### config.mk
export PLATFORM = sky130hd
export DESIGN_NAME = pattern_src
export DESIGN_NICKNAME = d
export VERILOG_FILES = /design/src/rtl/pattern_src.sv
export SDC_FILE = /design/constraint.sdc
export NUM_CORES = 1
export LEC_CHECK = 0
export ABC_CLOCK_PERIOD_IN_PS = 6200
export CAP_MARGIN = 15
export CORE_UTILIZATION = 35
export DETAILED_ROUTE_END_ITERATION = 6
export GPL_ROUTABILITY_DRIVEN = 0
export PLACE_DENSITY = 0.58
export SLEW_MARGIN = 20
export SYNTH_ARGS = -nofsm -noshare
export SYNTH_HDL_FRONTEND = slang
export SYNTH_SLANG_ARGS = --single-unit
### constraint.sdc
create_clock -name sys_clk -period 6.2 [get_ports sys_clk]
set_input_delay 1.86 -clock sys_clk [delete_from_list [all_inputs] [get_ports sys_clk]]
set_output_delay 1.86 -clock sys_clk [all_outputs]
set_load 0.01 [all_outputs]
### src/rtl/pattern_src.sv
// pattern_src: programmable stream stimulus source.
// Emits a run of beats on a valid/ready stream. The run is split into
// bursts separated by idle gaps. Beat data follows one of four patterns:
// increment, Galois LFSR, constant, walking-one.
module pattern_src #(
    parameter int                    DATA_WIDTH = 8,
    parameter int                    CNT_WIDTH  = 16,
    parameter int                    BURST_LEN  = 4,
    parameter int                    GAP_CYCLES = 2,
    parameter logic [DATA_WIDTH-1:0] LFSR_TAPS  = 8'hB8
) (
    input  logic                  sys_clk,
    input  logic                  sys_rst,
    input  logic                  start,
    input  logic [1:0]            mode,
    input  logic [DATA_WIDTH-1:0] seed,
    input  logic [CNT_WIDTH-1:0]  beats,
    input  logic                  abort,
    output logic [DATA_WIDTH-1:0] odata,
    output logic                  ovalid,
    input  logic                  oready,
    output logic                  olast,
    output logic                  busy,
    output logic                  done,
    output logic [CNT_WIDTH-1:0]  beat_cnt
);

    typedef enum logic [1:0] {S_IDLE, S_RUN, S_GAP, S_DONE} state_t;

    localparam logic [1:0] M_INC   = 2'd0;
    localparam logic [1:0] M_LFSR  = 2'd1;
    localparam logic [1:0] M_CONST = 2'd2;
    localparam logic [1:0] M_WALK  = 2'd3;

    localparam int BC_W = (BURST_LEN  > 1) ? $clog2(BURST_LEN)  : 1;
    localparam int GC_W = (GAP_CYCLES > 1) ? $clog2(GAP_CYCLES) : 1;
    localparam logic [BC_W-1:0] BURST_LAST = BC_W'(BURST_LEN - 1);
    localparam logic [GC_W-1:0] GAP_LAST   = GC_W'((GAP_CYCLES > 0) ? GAP_CYCLES - 1 : 0);

    state_t                  state_q, state_d;
    logic [1:0]              mode_q, mode_d;
    logic [DATA_WIDTH-1:0]   seed_q, seed_d;
    logic [CNT_WIDTH-1:0]    beats_q, beats_d;
    logic [DATA_WIDTH-1:0]   odata_q, odata_d;
    logic                    ovalid_q, ovalid_d;
    logic                    olast_q, olast_d;
    logic                    busy_q, busy_d;
    logic                    done_q, done_d;
    logic [CNT_WIDTH-1:0]    beat_cnt_q, beat_cnt_d;
    logic [BC_W-1:0]         burst_q, burst_d;
    logic [GC_W-1:0]         gap_q, gap_d;

    logic                    xfer;
    logic [CNT_WIDTH-1:0]    cnt_inc;
    logic [DATA_WIDTH-1:0]   seed_eff;

    // Pattern step applied to the beat just transferred.
    function automatic logic [DATA_WIDTH-1:0] next_val(
        input logic [1:0]            m,
        input logic [DATA_WIDTH-1:0] v,
        input logic [DATA_WIDTH-1:0] s
    );
        logic [DATA_WIDTH-1:0] r;
        case (m)
            M_INC:   r = v + 1'b1;
            M_LFSR:  r = (v >> 1) ^ (v[0] ? LFSR_TAPS : '0);
            M_CONST: r = s;
            default: r = (v << 1) | (v >> (DATA_WIDTH - 1));
        endcase
        return r;
    endfunction

    // Run sequencing: start capture, burst/gap pacing, completion and abort.
    always_comb begin
        state_d    = state_q;
        mode_d     = mode_q;
        seed_d     = seed_q;
        beats_d    = beats_q;
        odata_d    = odata_q;
        ovalid_d   = ovalid_q;
        olast_d    = olast_q;
        done_d     = 1'b0;
        beat_cnt_d = beat_cnt_q;
        burst_d    = burst_q;
        gap_d      = gap_q;

        xfer    = ovalid_q & oready;
        cnt_inc = beat_cnt_q + 1'b1;
        // LFSR and walking-one lock up on zero, so a zero seed becomes 1.
        seed_eff = ((mode == M_LFSR || mode == M_WALK) && seed == '0)
                   ? DATA_WIDTH'(1) : seed;

        case (state_q)
            S_IDLE: begin
                if (start) begin
                    mode_d     = mode;
                    seed_d     = seed_eff;
                    beats_d    = beats;
                    beat_cnt_d = '0;
                    burst_d    = '0;
                    gap_d      = '0;
                    olast_d    = 1'b0;
                    if (beats == '0) begin
                        state_d  = S_DONE;
                        ovalid_d = 1'b0;
                        done_d   = 1'b1;
                    end else begin
                        state_d  = S_RUN;
                        ovalid_d = 1'b1;
                        odata_d  = seed_eff;
                        olast_d  = (beats == CNT_WIDTH'(1));
                    end
                end
            end
            S_RUN: begin
                if (xfer) begin
                    beat_cnt_d = cnt_inc;
                    if (cnt_inc == beats_q) begin
                        state_d  = S_DONE;
                        ovalid_d = 1'b0;
                        olast_d  = 1'b0;
                        done_d   = 1'b1;
                    end else begin
                        odata_d = next_val(mode_q, odata_q, seed_q);
                        olast_d = (cnt_inc == beats_q - 1'b1);
                        if (burst_q == BURST_LAST) begin
                            burst_d = '0;
                            if (GAP_CYCLES > 0) begin
                                state_d  = S_GAP;
                                ovalid_d = 1'b0;
                                olast_d  = 1'b0;
                                gap_d    = '0;
                            end
                        end else begin
                            burst_d = burst_q + 1'b1;
                        end
                    end
                end
            end
            S_GAP: begin
                if (gap_q == GAP_LAST) begin
                    state_d  = S_RUN;
                    ovalid_d = 1'b1;
                    olast_d  = (beat_cnt_q == beats_q - 1'b1);
                end else begin
                    gap_d = gap_q + 1'b1;
                end
            end
            default: begin
                state_d = S_IDLE;
            end
        endcase

        // Abort wins over everything except reset; a transfer in this
        // cycle has already been counted above.
        if (abort && state_q != S_IDLE) begin
            state_d  = S_IDLE;
            ovalid_d = 1'b0;
            olast_d  = 1'b0;
            done_d   = 1'b0;
        end

        busy_d = (state_d != S_IDLE);
    end

    // State and registered outputs.
    always_ff @(posedge sys_clk) begin
        if (sys_rst) begin
            state_q    <= S_IDLE;
            mode_q     <= '0;
            seed_q     <= '0;
            beats_q    <= '0;
            odata_q    <= '0;
            ovalid_q   <= 1'b0;
            olast_q    <= 1'b0;
            busy_q     <= 1'b0;
            done_q     <= 1'b0;
            beat_cnt_q <= '0;
            burst_q    <= '0;
            gap_q      <= '0;
        end else begin
            state_q    <= state_d;
            mode_q     <= mode_d;
            seed_q     <= seed_d;
            beats_q    <= beats_d;
            odata_q    <= odata_d;
            ovalid_q   <= ovalid_d;
            olast_q    <= olast_d;
            busy_q     <= busy_d;
            done_q     <= done_d;
            beat_cnt_q <= beat_cnt_d;
            burst_q    <= burst_d;
            gap_q      <= gap_d;
        end
    end

    assign odata    = odata_q;
    assign ovalid   = ovalid_q;
    assign olast    = olast_q;
    assign busy     = busy_q;
    assign done     = done_q;
    assign beat_cnt = beat_cnt_q;

endmodule

== After elaboration in Yosys (flattened, before gate mapping) ==
Index checks and enable logic that the tools add are counted.

* Flip-flop bits (word level): 59
* Output and inout port bits: 28

* Add/subtract/negate cells: 5
* Equal/unequal tests: 18
* Mux-type cells: 48
* Bitwise operators: 3
* Reduce and logical (&&, ||, !) cells: 19

{| class="wikitable"
|+ Operators by type and width
! kind !! number
|-
| $eq 16x16->1 || 3
|-
| $mux 8 || 6
|-
| $mux 16 || 2
|-
| $pmux 16 s2 || 1
|-
| $pmux 8 s3 || 1
|-
| $mux 2 || 11
|-
| $mux 1 || 20
|-
| $add 16x1->16 const B || 1
|-
| $eq 16x1->1 const B || 1
|-
| $logic_not 16->1 || 1
|-
| $pmux 8 s2 || 1
|-
| $sub 16x1->16 const B || 1
|-
| $reduce_and 5->1 || 3
|-
| $ne 2x2->1 const B || 6
|-
| $pmux 1 s3 || 3
|-
| $add 8x1->8 const B || 1
|-
| $eq 2x2->1 const B || 4
|-
| $logic_not 8->1 || 1
|-
| $or 8x1->8 || 1
|-
| $reduce_and 4->1 || 2
|-
| $xor 7x8->8 || 1
|-
| $eq 2x1->1 const B || 3
|-
| $pmux 2 s3 || 1
|-
| $reduce_bool 2->1 || 3
|-
| other kinds (13) || 15
|}

== Logic depth before layout (Yosys ltp) ==
* Word-level depth: 7
* Mapped depth: 11
* Gate-level depth less buffers: 9

== Worst setup path after synthesis ==
OpenSTA, ideal clock, no wires.

* Kind: input-to-reg
* Start: input port oready
* End: register olast_q (netlist: olast)
* Library setup time: 0.096 ns
* Arrival: 3.308 ns
* Data required time: 6.104 ns
* Slack: 2.796 ns
* Cell stages on the path: 7
* Path through: nand2_1 a21oi_1 or3b_2 mux2i_1 nor2_1 nand3_1 o41ai_2

* Cells in the longest elaborated chain, start to end: 3

{| class="wikitable"
|+ RTL lines
! element !! line !! source
|-
| start: declaration || 21 || <nowiki>input logic oready,</nowiki>
|-
| $and 1x1->1 || 87 || <nowiki>xfer = ovalid_q & oready;</nowiki>
|-
| $ne 2x2->1 (no line) || -- ||
|-
| $reduce_and 4->1 (no line) || -- ||
|-
| end signal: assignment || 188 || <nowiki>olast_q <= olast_d;</nowiki>
|-
| end: declaration || 46 || <nowiki>logic olast_q, olast_d;</nowiki>
|}

Every way passes these cells.
A chain may end at the register's enable or synchronous reset.

== Worst setup path after layout ==
* Start: register beat_cnt_q[0] (netlist: beat_cnt[0])
* End: register odata_q[0] (netlist: odata[0])

* Cells in the longest elaborated chain, start to end: 4

{| class="wikitable"
|+ RTL lines
! element !! line !! source
|-
| start: declaration || 49 || <nowiki>logic [CNT_WIDTH-1:0] beat_cnt_q, beat_cnt_d;</nowiki>
|-
| start signal: assignment || 191 || <nowiki>beat_cnt_q <= beat_cnt_d;</nowiki>
|-
| $add 16x1->16 || 88 || <nowiki>cnt_inc = beat_cnt_q + 1'b1;</nowiki>
|-
| $eq 16x16->1 || 118 || <nowiki>if (cnt_inc == beats_q) begin</nowiki>
|-
| $ne 2x2->1 (no line) || -- ||
|-
| $reduce_and 5->1 (no line) || -- ||
|-
| end signal: assignment || 186 || <nowiki>odata_q <= odata_d;</nowiki>
|-
| end: declaration || 44 || <nowiki>logic [DATA_WIDTH-1:0] odata_q, odata_d;</nowiki>
|}

Every way passes these cells.

==> run metrics <==
initial antenna violation count=0; setup_tns=0 ns; IO Port Bufs=58; largest net degree at the start of global routing=59; Critical Path Sink Type=flop; endpoints failing hold=0; number of DRC markers in iteration 0=about 380; Clk pwr share=around 43%; WS Path Type=flop to flop; Sw Pwr=~370 µW; clock sinks=59; largest family of logic cells by synthesized area=simple AND/OR/NAND/NOR gates; Comb pwr share=a little over a fifth; Achievable Freq=approximately 240 MHz; Post-Syn Area=approximately 4400 µm²; hold path cells=2; sequential power share=between 30% and 40%; RSZ-0062 raised after global routing=no; layout cells sized above 1=a little over 7%; simple-gate share of the synthesized area=between 20% and 30%; crit path time final=approximately 4.1 ns; Slew Limit Fails=0; Fin Clk Skew=between 0.008 and 0.009 ns; Clock Latency Late Sink=0.34 ns; Post-synth EDFFs=0; HPWL Detailed=around 9.4 mm; Syn Area/Cell=7.66 µm²; #FFs+latches synth=59; Mapped Cells=between 500 and 600; area grow syn2layout=20.5%; drt wl/cell=roughly 17 µm; initial core utilization=36.2%; Longest Clk Path Bufs=2; FF-to-FF setup slack=roughly 2.1 ns; Worst Hold End=seed_q[7]; post-synth cell types=63; commonest non-fill, non-tap cell in the layout=nand2_1; VDD IR-drop max=around 0.12 mV; final cell count without fillers=just under 800; ant diodes=0; number of global-route vias before repair=slightly above 4000; Remaining Overflow, GRT=0; pwr/cell area=230 nW/µm²; Global Route Usage Sum=between 20% and 30%; r2r endpoint=odata[0]; TritonCTS buffer count=9; DRC=0; most frequent cells in the layout=nand2_1 (78), dfxtp_1 (59), a21oi_1 (57), clkdlybuf4s50_1 (57), nor2_1 (39); worst hold margin=roughly 0.45 ns; die area=approximately 13000 µm²; DR vias/cell=5.69; CTS clk-pin slew, worst paths=roughly 0.060 ns; buffer type at the clock tree root=clkbuf_16; CP startpoint=beat_cnt[0]; CP required=about 6.4 ns; fin nets=approximately 640; sw frac=between 30% and 40%; cts repair resizes=0; dominant synthesized flop cell=dfxtp_1; period utilization=66.5%; chip height=between 100 and 150 µm; FF-to-FF path depth=8; Syn Nets=~610; Placed Cells incl. Taps=755; final WL=~13 mm; Worst EP arrival=between 4 and 5 ns; final setup violation count=0; IO Count=59; relative slew slack=between 40 and 50%; core region area=around 12000 µm²; Synth Area in XOR/XNOR=10.4%; CTS H-tree depth=3; status=finished, final reports clean; vias after detailed routing=approximately 4400; register area share after synthesis=between 20% and 30%; Yosys top cell by area=dfxtp_1; Hold Path Class=flop to flop; Setup Buffers After CTS=0; MaxCap Viol Count=0; adder-cell share of the synthesized area=between 2 and 2.5%; first-pass GRT wire length=~21 mm; Rows=40; post-synthesis compound-gate area fraction=between 10% and 20%; hold buffers post-CTS=0; Worst Tran Pin Value=between 0.8 and 0.9 ns; ys async rst share=0%; Pleak=between 1.5 and 2 nW; top post-synthesis cells by area=dfxtp_1 (27%), xnor2_1 (7.0%), nand2_1 (6.7%); Hold Startpoint=seed_q[7]; Worst Setup Start Kind=flop; Die X=roughly 110 µm; RR Startpoint=beat_cnt[0]; Yosys top cell area share=27.0%; Worst Path Max Fanout=12; Synth Warn #=0; CTS tree=built; Int Pwr=about 850 µW; post-synthesis mux area share=between 6 and 7%; DR pass1 iterations=5; antenna viol nets, final=0
==> flip-flops by register name (all words and copies together) (netlist names) <==
signal,cells
beat_cnt,16
beats_q,16
odata,8
seed_q,8
burst_q,2
mode_q,2
state_q,2
busy,1
done,1
gap_q,1
olast,1
ovalid,1
==> power by group through the flow <==
stage / clock [mW] / combinational, mW / sequential [mW]
6_report: 0.523 / 0.259 / 0.434
4_1_cts: 0.526 / 0.258 / 0.433
2_1_floorplan: 0 / 0.190 / 0.425
3_5_place_dp: 0 / 0.256 / 0.441
5_1_grt: 0.546 / 0.283 / 0.437
3_3_place_gp: 0 / 0.252 / 0.440
==> Yosys cell counts (5+ instances only) <==
| master | instances |
|---|---|
| mux4_2 | 7 |
| o21ai_1 | 6 |
| inv_1 | 18 |
| or4_1 | 8 |
| a21oi_1 | 57 |
| o41ai_1 | 5 |
| o21ai_0 | 23 |
| nor3_1 | 22 |
| mux2i_1 | 10 |
| or3_1 | 6 |
| nand4_1 | 12 |
| xor2_1 | 17 |
| dfxtp_1 | 59 |
| nor2_1 | 39 |
| xnor2_1 | 35 |
| buf_4 | 6 |
| ha_1 | 8 |
| nand3_1 | 16 |
| and4_1 | 5 |
| nor4_1 | 13 |
| a31oi_1 | 5 |
| nand2_1 | 78 |
| clkbuf_1 | 30 |
| a311oi_1 | 7 |
==> layout make-up <==
type	count	area, µm²
clock buffer	11	253
inverter	18	67.6
multi-input combinational	450	2920
tap	168	210
fill	1263	6830
sequential	59	1180
clock inverter	4	50.0
timing repair buffer	60	593
==> stage by stage <==
stage / area (µm²) / power, mW / setup slack (ns) / util [%]
final: 5280 / 1.22 / 2.08 / 43.6
after floorplan: 4380 / 0.615 / 2.80 / -
after global placement: 4970 / 0.693 / 2.00 / 41.0
after CTS: 5270 / 1.22 / 2.15 / 43.5
after global routing: 5280 / 1.27 / 1.80 / 43.6
after detailed placement: 4970 / 0.698 / 1.81 / 41.0
==> logic make-up (layout without fill, tap and decap cells) <==
| kind of cell | Yosys count | after routing |
|---|---|---|
| AOI/OAI and AO/OA | 135 | 135 |
| xor gates and xnor gates | 52 | 52 |
| adders and majority gates | 8 | 8 |
| buffers and inverters | 63 | 93 |
| DFF | 59 | 59 |
| muxes | 21 | 21 |
| and+or+nand+nor | 234 | 234 |
==> worst max-delay path, cell delays in order (launching register included) <==
cell and delay, ns:
dfxtp_1 0.50, ha_1 0.36, nand3_1 0.42, or4_1 0.76
xnor2_1 0.18, nor4_1 0.62, nand4_1 0.64, a211o_1 0.46
o41ai_1 0.06
==> how the worst max path moves through the flow <==
stage                      end  slack, ns
CTS                   odata[3]       2.15
floorplan                olast       2.80
global placement      odata[7]       2.00
global route        state_q[1]       1.80
detailed placement    odata[3]       1.81
finish                odata[0]       2.08
==> metal layers <==
layer | GRT usage (%) | share of wire [%]
met1 | 28.4 | 47
met2 | 34.0 | 46
met3 | 3.88 | 5.7
met4 | 6.41 | 1.7
met5 | 0 | 0
(Power assumes the default switching activity.)
